<file path="src/rtl/lamp_safety_driver_if.sv">
// Lamp-code link between traffic_controller and lamp_safety_driver: the incoming
// code and fault clear, plus the physical lamp drives and fault status going back.
interface lamp_safety_driver_if;
    logic [3:0] code_in;
    logic       clr_fault;
    logic       lamp_red;
    logic       lamp_amb;
    logic       lamp_grn;
    logic       fault;
    logic [1:0] fault_code;

    modport master (
        output code_in,
        output clr_fault,
        input  lamp_red,
        input  lamp_amb,
        input  lamp_grn,
        input  fault,
        input  fault_code
    );

    modport slave (
        input  code_in,
        input  clr_fault,
        output lamp_red,
        output lamp_amb,
        output lamp_grn,
        output fault,
        output fault_code
    );
endinterface

</file>
<file path="src/rtl/lamp_safety_driver.sv">
// Drives red/amber/green lamps from a controller lamp code, enforcing code legality,
// phase order and minimum dwell; any violation latches a flashing-amber fault state.
module lamp_safety_driver #(
    parameter int MIN_RED    = 8,
    parameter int MIN_AMB    = 2,
    parameter int MIN_GRN    = 6,
    parameter int BLINK_HALF = 4,
    parameter int CNT_W      = 8
) (
    input logic                 clk,
    input logic                 res_n,
    lamp_safety_driver_if.slave bus
);

    localparam logic [3:0] CODE_RED      = 4'b1000;
    localparam logic [3:0] CODE_AMB      = 4'b0100;
    localparam logic [3:0] CODE_GRN      = 4'b0010;
    localparam logic [3:0] CODE_DISABLED = 4'b1111;
    localparam logic [3:0] CODE_CTRL_RST = 4'b1010;

    localparam int BLINK_W = (2 * BLINK_HALF > 1) ? $clog2(2 * BLINK_HALF) : 1;
    localparam logic [BLINK_W-1:0] BLINK_LAST = BLINK_W'(2 * BLINK_HALF - 1);
    localparam logic [BLINK_W-1:0] BLINK_ON   = BLINK_W'(BLINK_HALF);

    localparam logic [CNT_W-1:0] DWELL_ONE = CNT_W'(1);
    localparam logic [CNT_W-1:0] DWELL_MAX = '1;

    typedef enum logic [1:0] {ST_INIT, ST_RUN, ST_STANDBY, ST_FAULT} state_t;
    typedef enum logic [1:0] {PH_RED, PH_AMB, PH_GRN} phase_t;
    typedef enum logic [1:0] {FC_NONE, FC_ILLEGAL, FC_SEQUENCE, FC_DWELL} fault_code_t;

    state_t              state;
    phase_t              cur;
    logic [CNT_W-1:0]    dwell;
    logic [BLINK_W-1:0]  blink_cnt;
    fault_code_t         fault_code_q;

    // Decoded view of the incoming code relative to the current phase.
    logic                is_phase;
    phase_t              code_ph;
    phase_t              succ_ph;
    logic [CNT_W-1:0]    min_dwell;

    // Next-state decision.
    state_t              state_d;
    fault_code_t         cause_d;
    logic                load_red;
    logic                advance;
    logic                hold;
    phase_t              phase_d;
    logic                blinking_d;
    logic                blink_restart;
    logic [BLINK_W-1:0]  blink_next;
    logic                amb_blink;

    always_comb begin
        // NOTE: every combinational output gets a default first so no path leaves it
        // unassigned, which would otherwise infer a latch.
        is_phase = 1'b1;
        code_ph  = PH_RED;
        case (bus.code_in)
            CODE_RED: code_ph = PH_RED;
            CODE_AMB: code_ph = PH_AMB;
            CODE_GRN: code_ph = PH_GRN;
            default:  is_phase = 1'b0;
        endcase

        succ_ph   = PH_RED;
        min_dwell = CNT_W'(MIN_AMB);
        case (cur)
            PH_RED: begin
                succ_ph   = PH_GRN;
                min_dwell = CNT_W'(MIN_RED);
            end
            PH_GRN: begin
                succ_ph   = PH_AMB;
                min_dwell = CNT_W'(MIN_GRN);
            end
            default: begin
                succ_ph   = PH_RED;
                min_dwell = CNT_W'(MIN_AMB);
            end
        endcase
    end

    always_comb begin
        state_d  = state;
        cause_d  = FC_NONE;
        load_red = 1'b0;
        advance  = 1'b0;
        hold     = 1'b0;

        unique case (state)
            ST_INIT: begin
                case (bus.code_in)
                    CODE_RED: begin
                        state_d  = ST_RUN;
                        load_red = 1'b1;
                    end
                    CODE_DISABLED:                     state_d = ST_STANDBY;
                    CODE_AMB, CODE_GRN, CODE_CTRL_RST: state_d = ST_INIT;
                    default: begin
                        state_d = ST_FAULT;
                        cause_d = FC_ILLEGAL;
                    end
                endcase
            end

            ST_RUN: begin
                // Checks are ordered so an illegal code wins over a bad sequence,
                // which in turn wins over a short dwell.
                if (is_phase) begin
                    if (code_ph == cur) begin
                        hold = 1'b1;
                    end else if (code_ph != succ_ph) begin
                        state_d = ST_FAULT;
                        cause_d = FC_SEQUENCE;
                    end else if (dwell < min_dwell) begin
                        state_d = ST_FAULT;
                        cause_d = FC_DWELL;
                    end else begin
                        advance = 1'b1;
                    end
                end else if (bus.code_in == CODE_DISABLED) begin
                    state_d = ST_STANDBY;
                end else if (bus.code_in == CODE_CTRL_RST) begin
                    state_d = ST_INIT;
                end else begin
                    state_d = ST_FAULT;
                    cause_d = FC_ILLEGAL;
                end
            end

            ST_STANDBY: begin
                case (bus.code_in)
                    CODE_RED: begin
                        state_d  = ST_RUN;
                        load_red = 1'b1;
                    end
                    CODE_CTRL_RST:                     state_d = ST_INIT;
                    CODE_DISABLED, CODE_AMB, CODE_GRN: state_d = ST_STANDBY;
                    default: begin
                        state_d = ST_FAULT;
                        cause_d = FC_ILLEGAL;
                    end
                endcase
            end

            ST_FAULT: begin
                if (bus.clr_fault && bus.code_in == CODE_RED) begin
                    state_d  = ST_RUN;
                    load_red = 1'b1;
                end
            end
        endcase

        phase_d = load_red ? PH_RED : (advance ? code_ph : cur);

        blinking_d    = (state_d == ST_STANDBY) || (state_d == ST_FAULT);
        blink_restart = blinking_d && (state_d != state);
        blink_next    = (blink_cnt == BLINK_LAST) ? '0 : blink_cnt + 1'b1;
        amb_blink     = blink_restart || (blink_next < BLINK_ON);
    end

    always_ff @(posedge clk) begin
        // NOTE: sequential state uses non-blocking assignments so every register
        // samples values from before this edge, independent of statement order.
        if (!res_n) begin
            state          <= ST_INIT;
            cur            <= PH_RED;
            dwell          <= '0;
            blink_cnt      <= '0;
            fault_code_q   <= FC_NONE;
            bus.lamp_red   <= 1'b1;
            bus.lamp_amb   <= 1'b0;
            bus.lamp_grn   <= 1'b0;
            bus.fault      <= 1'b0;
            bus.fault_code <= 2'd0;
        end else begin
            state <= state_d;
            cur   <= phase_d;

            if (load_red || advance) begin
                dwell <= DWELL_ONE;
            end else if (hold && dwell != DWELL_MAX) begin
                dwell <= dwell + 1'b1;
            end

            if (!blinking_d || blink_restart) begin
                blink_cnt <= '0;
            end else begin
                blink_cnt <= blink_next;
            end

            unique case (state_d)
                ST_INIT: begin
                    bus.lamp_red   <= 1'b1;
                    bus.lamp_amb   <= 1'b0;
                    bus.lamp_grn   <= 1'b0;
                    bus.fault      <= 1'b0;
                    bus.fault_code <= 2'd0;
                    fault_code_q   <= FC_NONE;
                end
                ST_RUN: begin
                    bus.lamp_red   <= (phase_d == PH_RED);
                    bus.lamp_amb   <= (phase_d == PH_AMB);
                    bus.lamp_grn   <= (phase_d == PH_GRN);
                    bus.fault      <= 1'b0;
                    bus.fault_code <= 2'd0;
                    fault_code_q   <= FC_NONE;
                end
                ST_STANDBY: begin
                    bus.lamp_red   <= 1'b0;
                    bus.lamp_amb   <= amb_blink;
                    bus.lamp_grn   <= 1'b0;
                    bus.fault      <= 1'b0;
                    bus.fault_code <= 2'd0;
                    fault_code_q   <= FC_NONE;
                end
                ST_FAULT: begin
                    bus.lamp_red <= 1'b0;
                    bus.lamp_amb <= amb_blink;
                    bus.lamp_grn <= 1'b0;
                    bus.fault    <= 1'b1;
                    // Only the first cause is recorded; later violations leave it alone.
                    if (state != ST_FAULT) begin
                        fault_code_q   <= cause_d;
                        bus.fault_code <= 2'(cause_d);
                    end
                end
            endcase
        end
    end

endmodule

</file>
<file path="src/flat_wrapper.sv">
// flat-port wrapper written by rule: the top's interface ports become plain ports
module lamp_safety_driver_flat 
#(
    parameter int MIN_RED    = 8,
    parameter int MIN_AMB    = 2,
    parameter int MIN_GRN    = 6,
    parameter int BLINK_HALF = 4,
    parameter int CNT_W      = 8
)
  (clk, res_n, bus_code_in, bus_clr_fault, bus_lamp_red, bus_lamp_amb, bus_lamp_grn, bus_fault, bus_fault_code);
  lamp_safety_driver_if bus_i ();
  input logic clk;
  input logic res_n;
  input wire logic [$bits(bus_i.code_in)-1:0] bus_code_in;
  input wire logic [$bits(bus_i.clr_fault)-1:0] bus_clr_fault;
  output wire logic [$bits(bus_i.lamp_red)-1:0] bus_lamp_red;
  output wire logic [$bits(bus_i.lamp_amb)-1:0] bus_lamp_amb;
  output wire logic [$bits(bus_i.lamp_grn)-1:0] bus_lamp_grn;
  output wire logic [$bits(bus_i.fault)-1:0] bus_fault;
  output wire logic [$bits(bus_i.fault_code)-1:0] bus_fault_code;
  assign bus_i.code_in = bus_code_in;
  assign bus_i.clr_fault = bus_clr_fault;
  assign bus_lamp_red = bus_i.lamp_red;
  assign bus_lamp_amb = bus_i.lamp_amb;
  assign bus_lamp_grn = bus_i.lamp_grn;
  assign bus_fault = bus_i.fault;
  assign bus_fault_code = bus_i.fault_code;
  lamp_safety_driver #(.MIN_RED(MIN_RED), .MIN_AMB(MIN_AMB), .MIN_GRN(MIN_GRN), .BLINK_HALF(BLINK_HALF), .CNT_W(CNT_W)) u_core (.clk(clk), .res_n(res_n), .bus(bus_i));
endmodule
</file>
<file path="config.mk">
export PLATFORM = sky130hd
export DESIGN_NAME = lamp_safety_driver_flat
export DESIGN_NICKNAME = d
export VERILOG_FILES = /design/src/rtl/lamp_safety_driver_if.sv /design/src/rtl/lamp_safety_driver.sv /design/src/flat_wrapper.sv
export SDC_FILE = /design/constraint.sdc
export NUM_CORES = 1
export LEC_CHECK = 0
export CAP_MARGIN = 20
export CORE_MARGIN = 5
export CORE_UTILIZATION = 60
export CTS_BUF_LIST = sky130_fd_sc_hd__clkbuf_16
export DETAILED_ROUTE_END_ITERATION = 6
export DONT_BUFFER_PORTS = 1
export MAX_ROUTING_LAYER = met4
export PLACE_DENSITY = 0.76
export SYNTH_ARGS = -nofsm -noshare
export SYNTH_HDL_FRONTEND = slang
export SYNTH_SLANG_ARGS = --single-unit
</file>
<file path="constraint.sdc">
create_clock -name clk -period 4 [get_ports clk]
set_clock_uncertainty 0.1 [all_clocks]
set_input_delay 0.8 -clock clk [delete_from_list [all_inputs] [get_ports clk]]
set_output_delay 0.8 -clock clk [all_outputs]
set_load 0.02 [all_outputs]
</file>
==> results_dict.tcl, run 1 <==
set metrics [dict create \
    outcome "complete, no violations" \
    grt_max_degree 18 \
    ff2ff_path_depth 8 \
    totalPowerFinal_w 0.000474 \
    dieArea_um2 3160 \
    ioPinCount 13 \
    startpoint_type "flop" \
    rsz0062_at_grt "false" \
    drc 0 \
    viasPerCell 5.98 \
    routed_wl_um 2690 \
    synth.cell_area_um2 1280 \
    timing.final.hold_violations 0 \
    hold_buffers 0 \
    avgSynthCellArea_um2 8.22 \
    clkLatencyLatePin_ns 0.25 \
    worstPathMaxFanout 8 \
    grt_pass1_wl_um 4760 \
    htreeDepth 1 \
    async_flop_share_pct 0 \
    worstHoldEndpoint "u_core.blink_cnt[0]" \
    ir_drop_mv 0.296 \
    gr-total-overflow 0 \
    path_clk_slew_ns 0.06 \
    synth.area.top_cells "dfxtp_1, nor2_1, nand2_1" \
    dpl.hpwl_um 1910 \
    cts_resized 0 \
    post-synth-top-count-cell "nor2_1" \
    postCtsSetupBuffers 0 \
    synth_top_area_share_pct 32.8 \
    fin_crit_sh_pct 69.3 \
    synth-warning-count 0 \
    worstSetupEndpointType "flop" \
    cts_sinks 21 \
    die_h_um 56.2 \
    grt_use_total_pct 19.1 \
    required_ns 4.08 \
    yosysTopAreaCell "dfxtp_1" \
    r2r-start "u_core.cur[0]" \
    slew_headroom_pct 66.3 \
    worst_pin_slew_ns 0.504 \
    period_needed_ns 2.77 \
    slew_violations 0 \
    yosysUniqueCellTypes 46 \
    cts_tree "done" \
    io_buffers 0 \
    vias 1083 \
    critical_path_arrival_ns 2.86 \
    hold_ws_ns 0.370 \
    ys.flop_type "dfxtp_1" \
    timing.rr.end "u_core.bus.lamp_amb" \
    tns_ns 0 \
    root_buffer "clkbuf_16" \
    die_x_um 56.2 \
    first_pass_iters 4 \
    rows 16 \
    synth_common_cells "nor2_1, dfxtp_1, nand2_1" \
    drtIter0Drc 30 \
    drive_gt1_share_pct 10.4 \
    setup_viol_count_final 0 \
    antenna_found_initial 0 \
    rrSetupSlack_ns 1.23 \
    nNetsFinal 167 \
    numCtsBuffers 3 \
    core_um2 2000 \
    syn2layout_area_growth_pct 6.34 \
    antenna_left 0 \
    antenna_cells 0 \
    ys_seq_elements 21 \
    synth_edf_count 0 \
    wire_per_inst_um 14.8 \
    clock.fmax_mhz 361 \
    path_class "reg -> reg" \
    hold_path_depth 1 \
    synthCells 156 \
    start_util_pct 64.1 \
    gp_congestion 0.825 \
    hp-start "u_core.blink_cnt[0]" \
    p_leak_nw 0.554 \
    power_density_nw_per_um2 347 \
    ys_seq_area_share_pct 32.8 \
    syn-num-nets 168 \
    worstHoldPathType "reg -> reg" \
    grt_pass1_vias 1009 \
    maxCapViolations 0 \
    cts.path.max_buffers 2 \
]
==> layer usage <==
layer | track usage (%) | vias up | routed length, µm
met4 | 5.08 | 0 | 25
met2 | 29.7 | 23 | 1260
li1 | - | 550 | -
met3 | 4.18 | 6 | 114
met5 | - | - | 0
met1 | 25.0 | 504 | 1280
==> cells in the final DEF, fill, tap and decap left out, drive strengths merged, types with 3 or more instances in the layout <==
master | synthesis | routed
nand2b | 5 | 5
nand4 | 3 | 3
xor2 | 6 | 6
nor4b | 4 | 4
nand3b | 4 | 4
clkbuf | 4 | 3
a21boi | 3 | 3
dfxtp | 21 | 21
nand2 | 17 | 17
nand3 | 4 | 4
ha | 5 | 5
o21ai | 9 | 9
inv | 5 | 5
or2 | 3 | 3
nor2 | 24 | 24
nor2b | 4 | 4
a21oi | 9 | 9
==> cell type report <==
type,instances,area (µm²)
Clock buffer,3,75.1
Clock inverter,1,5.00
Fill cell,155,638
Inverter,5,18.8
Multi-Input combinational cell,124,811
Sequential cell,21,420
Tap cell,27,33.8
==> logic make-up (layout without fill, tap and decap cells) <==
kind of cell / Yosys count / in the layout / share of synthesized area [%]
AND/OR/NAND/NOR: 78 / 78 / 33.7
AO/OA/AOI/OAI: 31 / 31 / 17.4
flip-flops: 21 / 21 / 32.8
buffers and inverters: 11 / 9 / 4.00
XOR/XNOR: 7 / 7 / 4.78
adder cells (fa/ha/maj): 5 / 5 / 4.88
multiplexers: 3 / 3 / 2.54
==> sequential cells by signal, indices dropped and copies added, names as in the netlist <==
name	flops
u_core.blink_cnt	3
u_core.bus.fault	1
u_core.bus.fault_code	2
u_core.bus.lamp_amb	1
u_core.bus.lamp_grn	1
u_core.bus.lamp_red	1
u_core.cur	2
u_core.dwell	8
u_core.state	2
==> power by group <==
part	switching [W]	leakage (nW)	total (W)	internal, W
sequential	0.0000115	0.171	0.000228	0.000216
combinational	0.0000214	0.341	0.0000398	0.0000184
clock	0.0000720	0.0409	0.000206	0.000134
total	0.000105	0.554	0.000474	0.000369
==> worst max path at each step <==
stage	from	endpoint	slack, ns	cells after the start
4_1_cts	u_core.cur[0]	u_core.bus.lamp_amb	1.23	8
3_3_place_gp	bus_code_in[3]	u_core.bus.lamp_amb	1.31	7
5_1_grt	u_core.cur[0]	u_core.bus.lamp_amb	1.09	8
2_1_floorplan	bus_code_in[0]	u_core.bus.lamp_amb	1.27	8
3_5_place_dp	u_core.cur[0]	u_core.bus.lamp_amb	1.28	8
6_report	u_core.cur[0]	u_core.bus.lamp_amb	1.23	8
==> worst max-delay path, stage by stage, from the launching register on <==
cell and delay, ns:
dfxtp_1 0.37, or2_2 0.35, ha_1 0.19, or4_1 0.38, or3_1 0.41, nand3b_1 0.21
mux2_2 0.39, nand3b_1 0.16, a21oi_1 0.15
==> through the flow <==
| step | setup WS (ns) | instance area [µm²] | std cells | utilization (%) |
|---|---|---|---|---|
| 2_1_floorplan | 1.27 | 1280 | 156 | - |
| 3_3_place_gp | 1.31 | 1280 | 177 | 64.1 |
| 3_5_place_dp | 1.28 | 1280 | 177 | 64.1 |
| 4_1_cts | 1.23 | 1360 | 181 | 68.1 |
| 5_1_grt | 1.09 | 1360 | 181 | 68.1 |
| 6_report | 1.23 | 1360 | 181 | 68.1 |
(Power assumes the default switching activity.)
==> run 2: changes to the inputs <==
Settings changed: CORE_UTILIZATION 60 to 55, PLACE_DENSITY 0.76 to 0.73.
Clock period 4 ns to 2.3 ns, I/O delays scaled along.
==> run 2 against run 1 <==
  * The run now ends with negative setup slack left
  * Maximum frequency is 8.9% higher
  * Clock power is 78% higher
  * First-iteration DRC count grew to 2.6 times the previous value
  * Final cell count is 15% higher
==> results_dict.tcl, run 2 (synthesis results as in run 1) <==
set metrics [dict create \
    r2r-start "u_core.cur[0]" \
    clkPwrFrac_pct 42.4 \
    fin_crit_sh_pct 111 \
    largest_reg_flops 8 \
    nNetsFinal 193 \
    switching_power_w 0.000205 \
    crit_path_end "u_core.bus.lamp_red" \
    layout_common_cells "buf_4, nor2_1, dfxtp_1" \
    dpl.hpwl_um 2260 \
    power_density_nw_per_um2 517 \
    crit_path_start "u_core.cur[0]" \
    startpoint_type "flop" \
    fill_cells 153 \
    p_leak_nw 0.707 \
    drtIter0Drc 77 \
    required_ns 2.31 \
    clkLatencyLatePin_ns 0.25 \
    viasPerCell 6.03 \
    numCtsBuffers 3 \
    ir_drop_mv 0.670 \
    htreeDepth 1 \
    finish.utilization_pct 75.5 \
    drive_gt1_share_pct 30.0 \
    wire_per_inst_um 17.6 \
    maxCapViolations 0 \
    clock.fmax_mhz 393 \
    io_buffers 0 \
    worst_pin_slew_ns 0.525 \
    grt_pass1_wl_um 5670 \
    ff2ff_path_depth 9 \
    grt_use_total_pct 22.2 \
    tns_ns -1.46 \
    die_h_um 58.3 \
    antenna_left 0 \
    grt_max_degree 18 \
    period_needed_ns 2.55 \
    violations "negative setup slack" \
    place_ws_ns -0.144 \
    final_common_cell "buf_4" \
    dieArea_um2 3400 \
    syn2layout_area_growth_pct 30.2 \
    path_clk_slew_ns 0.06 \
    cts.path.max_buffers 2 \
    vias 1254 \
    rrSetupSlack_ns -0.25 \
    hold_path_depth 2 \
    timing.final.hold_violations 0 \
    routed_wl_um 3650 \
    fin_ws_ns -0.246 \
    multi_input_area_um2 915 \
    combPwrFrac_pct 11.6 \
    totalPowerFinal_w 0.000864 \
    gr-total-overflow 0 \
    setup_viol_count_final 11 \
    root_buffer "clkbuf_16" \
    worstHoldPathType "in -> reg" \
    slew_violations 0 \
    drc 0 \
    gp_congestion 0.844 \
    antenna_found_initial 0 \
    cts_sinks 21 \
    swShare_pct 23.7 \
    core_um2 2210 \
    crit_chain "or2_4 > ha_4 > or4_1 > or3_4 > nand3b_1 > buf_4 > mux2_4 > nand2_1 > a21boi_0" \
    rows 17 \
    slew_headroom_pct 64.7 \
    grt_pass1_vias 1225 \
    outcome "complete, but fails checks" \
    die_x_um 58.3 \
    worstPathMaxFanout 4 \
    path_class "reg -> reg" \
    rsz0062_at_grt "true" \
    register_area_um2 423 \
    start_util_pct 58.0 \
    worstSetupEndpointType "flop" \
    p_int_w 0.000659 \
    cts_tree "done" \
    timing.rr.end "u_core.bus.lamp_red" \
    first_pass_iters 4 \
    slowest_delay_ns 0.38 \
    reg.largest.list "u_core.dwell (8), u_core.blink_cnt (3)" \
    top_register "u_core.dwell" \
    seqPwrFrac_pct 46.0 \
    crit_path_top_delay_cell "or4_1" \
    antenna_cells 0 \
    ioPinCount 13 \
    critical_path_arrival_ns 2.56 \
]
-- run 2: cell count changes in the layout (fill, tap and decap cells not counted), moves of 2 or more --
cell / delta
buf_4: +25
dfxtp_2: +2
dfxtp_1: -2
mux2_4: +2
mux2_2: -2
nor2_1: -3
nor2_4: +2
-- run 2: per-layer routing --
layer,vias up,routed length [µm],global-route usage (%)
met3,16,199,4.61
met4,0,157,5.63
li1,601,-,-
met5,-,0,-
met2,48,1910,39.6
met1,589,1390,25.1
-- run 2: worst min path at each step --
stage                                    from  slack [ns]                  end
final                                   res_n        0.26      u_core.dwell[6]
after floorplan           u_core.blink_cnt[0]        0.32  u_core.blink_cnt[0]
after detailed placement  u_core.blink_cnt[0]        0.34  u_core.blink_cnt[0]
after global placement    u_core.blink_cnt[0]        0.33  u_core.blink_cnt[0]
after global routing                    res_n        0.27      u_core.dwell[6]
after CTS                               res_n        0.28      u_core.dwell[6]
-- run 2: power by group through the flow --
stage,clock [W],sequential (W),combinational [W]
2_1_floorplan,0,0.000399,0.0000715
3_3_place_gp,0,0.000404,0.0000769
3_5_place_dp,0,0.000404,0.0000800
4_1_cts,0.000363,0.000397,0.0000900
5_1_grt,0.000389,0.000399,0.000110
6_report,0.000366,0.000398,0.000100
-- run 2: final cells by class --
| cell class | count | area share [%] |
|---|---|---|
| multi-input combinational | 124 | 54.8 |
| clock inverter | 1 | 0.300 |
| tap | 28 | 2.10 |
| inverter | 5 | 1.12 |
| sequential | 21 | 25.3 |
| clock buffer | 3 | 4.49 |
| timing repair buffer | 26 | 11.9 |
-- run 2: what timing repair did --
item | in CTS | in global routing
setup endpoints to repair | 14 | 19
hold buffers | 0 | 0
setup buffers | 4 | 6
resized for setup | 8 | 7
pin swaps | 4 | 1
-- run 2: worst max-delay path, delay by kind of cell (launching register included) --
| kind | cells | cell delay, ns |
|---|---|---|
| AOI/OAI and AO/OA | 1 | 0.09 |
| adders and majority gates | 1 | 0.16 |
| buffers and inverters | 1 | 0.15 |
| DFF | 1 | 0.33 |
| muxes | 1 | 0.33 |
| and+or+nand+nor | 5 | 1.24 |
-- run 2: stage by stage --
step                      hold slack (ns)  std cells  cell area [µm²]
after floorplan                     0.320        156             1310
after global placement              0.333        195             1440
after detailed placement            0.336        195             1440
after CTS                           0.281        202             1590
after global routing                0.272        208             1670
final                               0.264        208             1670
==> run 3: changes to the inputs <==
Settings changed: ABC_AREA set to 1.
==> run 3 against run 2 <==
  * The run now ends clean
  * Sequential share of layout area increased by 4.3 points
  * Global-route usage shrank 4.3 points
  * Combinational power is 11% lower
  * Clock-buffer cell count unchanged
  * Wire length fell by 26%
  * Utilization shrank 11 points
  * Largest power group unchanged
==> results_dict.tcl, run 3 <==
set metrics [dict create \
    vias 1208 \
    reg.largest.list "u_core.dwell (8), u_core.blink_cnt (3)" \
    synth.cell_area_um2 1280 \
    drc 0 \
    cts_sinks 21 \
    gr-total-overflow 0 \
    worstSetupEndpointType "flop" \
    syn-num-nets 208 \
    totalPowerFinal_w 0.000855 \
    ys.flop_type "dfxtp_1" \
    yosysTopAreaCell "dfxtp_1" \
    io_buffers 0 \
    power_density_nw_per_um2 598 \
    antenna_left 0 \
    fill_cells 214 \
    cts.path.max_buffers 2 \
    nNetsFinal 214 \
    post-synth-top-count-cell "nand2_1" \
    hold_buffers 0 \
    timing.rr.end "u_core.dwell[4]" \
    ys_seq_area_share_pct 32.9 \
    synthCells 196 \
    slew_headroom_pct 66.1 \
    path_class "reg -> reg" \
    clock.fmax_mhz 473 \
    worstHoldPathType "in -> reg" \
    ioPinCount 13 \
    hold_path_depth 2 \
    grt_pass1_wl_um 4660 \
    dieArea_um2 3390 \
    drtIter0Drc 38 \
    synth_edf_count 0 \
    dp.cells 223 \
    antenna_found_initial 0 \
    first_pass_iters 4 \
    finish.utilization_pct 64.6 \
    synth-warning-count 0 \
    synth.area.top_cells "dfxtp_1, nand2_1, inv_1" \
    layout_common_cells "nand2_1, inv_1, nor2_1" \
    r2r-start "u_core.cur[1]" \
    final_common_cell "nand2_1" \
    wire_per_inst_um 11.8 \
    worst_pin_slew_ns 0.504 \
    top_register "u_core.dwell" \
    antenna_cells 0 \
    rrSetupSlack_ns 0.19 \
    slowest_delay_ns 0.33 \
    worst-path-buf-inv 3 \
    avgSynthCellArea_um2 6.52 \
    root_buffer "clkbuf_16" \
    routed_wl_um 2710 \
    viasPerCell 5.28 \
    largest_reg_flops 8 \
    synth_top_area_share_pct 32.9 \
    rows 17 \
    fin_crit_sh_pct 91.9 \
    period_needed_ns 2.11 \
    die_x_um 58.2 \
    hold_ws_ns 0.245 \
    dpl.hpwl_um 2080 \
    htreeDepth 1 \
    register_area_um2 423 \
    yosysUniqueCellTypes 26 \
    cts_tree "done" \
    critical_path_arrival_ns 2.18 \
    grt_use_total_pct 17.9 \
    die_h_um 58.2 \
    numCtsBuffers 3 \
    path_clk_slew_ns 0.06 \
    startpoint_type "flop" \
    crit_path_end "u_core.dwell[4]" \
    syn2layout_area_growth_pct 11.8 \
    multi_input_area_um2 734 \
    ys_seq_elements 21 \
    core_um2 2210 \
    crit_chain "inv_1 > nor2_2 > inv_1 > ha_1 > nand2_1 > inv_1 > nand2_1 > nand3_2 > nand3_4 > nor2_4 > nor2_1 > nand2_1 > nor3_1" \
    required_ns 2.36 \
    crit_family "simple AND/OR/NAND/NOR gates" \
    synth_common_cells "nand2_1, inv_1, nor2_1" \
    stdcell_count 229 \
    start_util_pct 57.8 \
    p_leak_nw 0.676 \
    clkLatencyLatePin_ns 0.25 \
    grt_max_degree 13 \
    ir_drop_mv 0.557 \
    async_flop_share_pct 0 \
    grt_pass1_vias 1141 \
    crit_path_start "u_core.cur[1]" \
    crit_cells 13 \
    outcome "complete, no violations" \
    timing.final.hold_violations 0 \
    slew_violations 0 \
    ff2ff_path_depth 13 \
    gp_congestion 0.889 \
    setup_viol_count_final 0 \
    crit_path_top_delay_cell "dfxtp_2" \
    worstPathMaxFanout 7 \
    maxCapViolations 0 \
    drive_gt1_share_pct 16.4 \
]
==> run 3: cell types whose count changed after synthesis, sizes merged, moves of 5 or more <==
cell	before	now
inv	5	35
nand2	17	47
nor2	24	33
nand3	4	12
nor3	0	7
nand2b	5	0
==> run 3: layout make-up <==
class | count | share of cell area [%]
clock buffers | 3 | 5.25
clock inverters | 1 | 0.350
inverters | 36 | 9.45
multi-input cells | 137 | 51.4
flip-flops and latches | 21 | 29.6
well taps | 28 | 2.45
repair buffers | 3 | 1.57
==> run 3: where the power goes <==
| part | internal [W] | total (W) | switching (W) | leakage, nW |
|---|---|---|---|---|
| logic | 0.0000284 | 0.0000891 | 0.0000606 | 0.463 |
| clock network | 0.000233 | 0.000366 | 0.000133 | 0.0409 |
| registers | 0.000379 | 0.000400 | 0.0000206 | 0.172 |
| total | 0.000641 | 0.000855 | 0.000214 | 0.676 |
==> run 3: repair_timing <==
item | in CTS | in global routing
gates resized for setup | 0 | 10
setup endpoints to repair | 0 | 9
setup buffers | 0 | 2
==> run 3: worst min path at each step <==
stage | slack [ns] | to | from
after floorplan | 0.30 | u_core.blink_cnt[0] | u_core.blink_cnt[0]
after global placement | 0.31 | u_core.blink_cnt[0] | u_core.blink_cnt[0]
after detailed placement | 0.32 | u_core.blink_cnt[0] | u_core.blink_cnt[0]
after CTS | 0.25 | u_core.bus.fault_code[0] | res_n
after global routing | 0.27 | u_core.bus.fault_code[0] | res_n
final | 0.25 | u_core.bus.fault_code[0] | res_n
==> run 3: stage by stage <==
stage / area, µm² / setup slack (ns) / setup TNS, ns
2_1_floorplan: 1280 / 0.373 / 0
3_3_place_gp: 1310 / 0.182 / 0
3_5_place_dp: 1310 / 0.0875 / 0
4_1_cts: 1390 / 0.0655 / 0
5_1_grt: 1430 / -0.00715 / -0.00715
6_report: 1430 / 0.186 / 0
==> run 3: cells by family after synthesis <==
kind of cell,Yosys count,share of synthesized area (%)
flip-flops,21,32.9
adder cells (fa/ha/maj),5,4.89
buffers and inverters,38,11.8
AND/OR/NAND/NOR,107,38.6
AO/OA/AOI/OAI,21,9.10
XOR/XNOR,4,2.74
==> run 3: metal layers <==
metal | vias to the layer above | GRT usage [%] | wire length, µm
li1 | 629 | - | -
met1 | 546 | 19.6 | 1180
met2 | 27 | 31.3 | 1340
met3 | 6 | 4.23 | 127
met4 | 0 | 6.29 | 54
met5 | - | - | 0
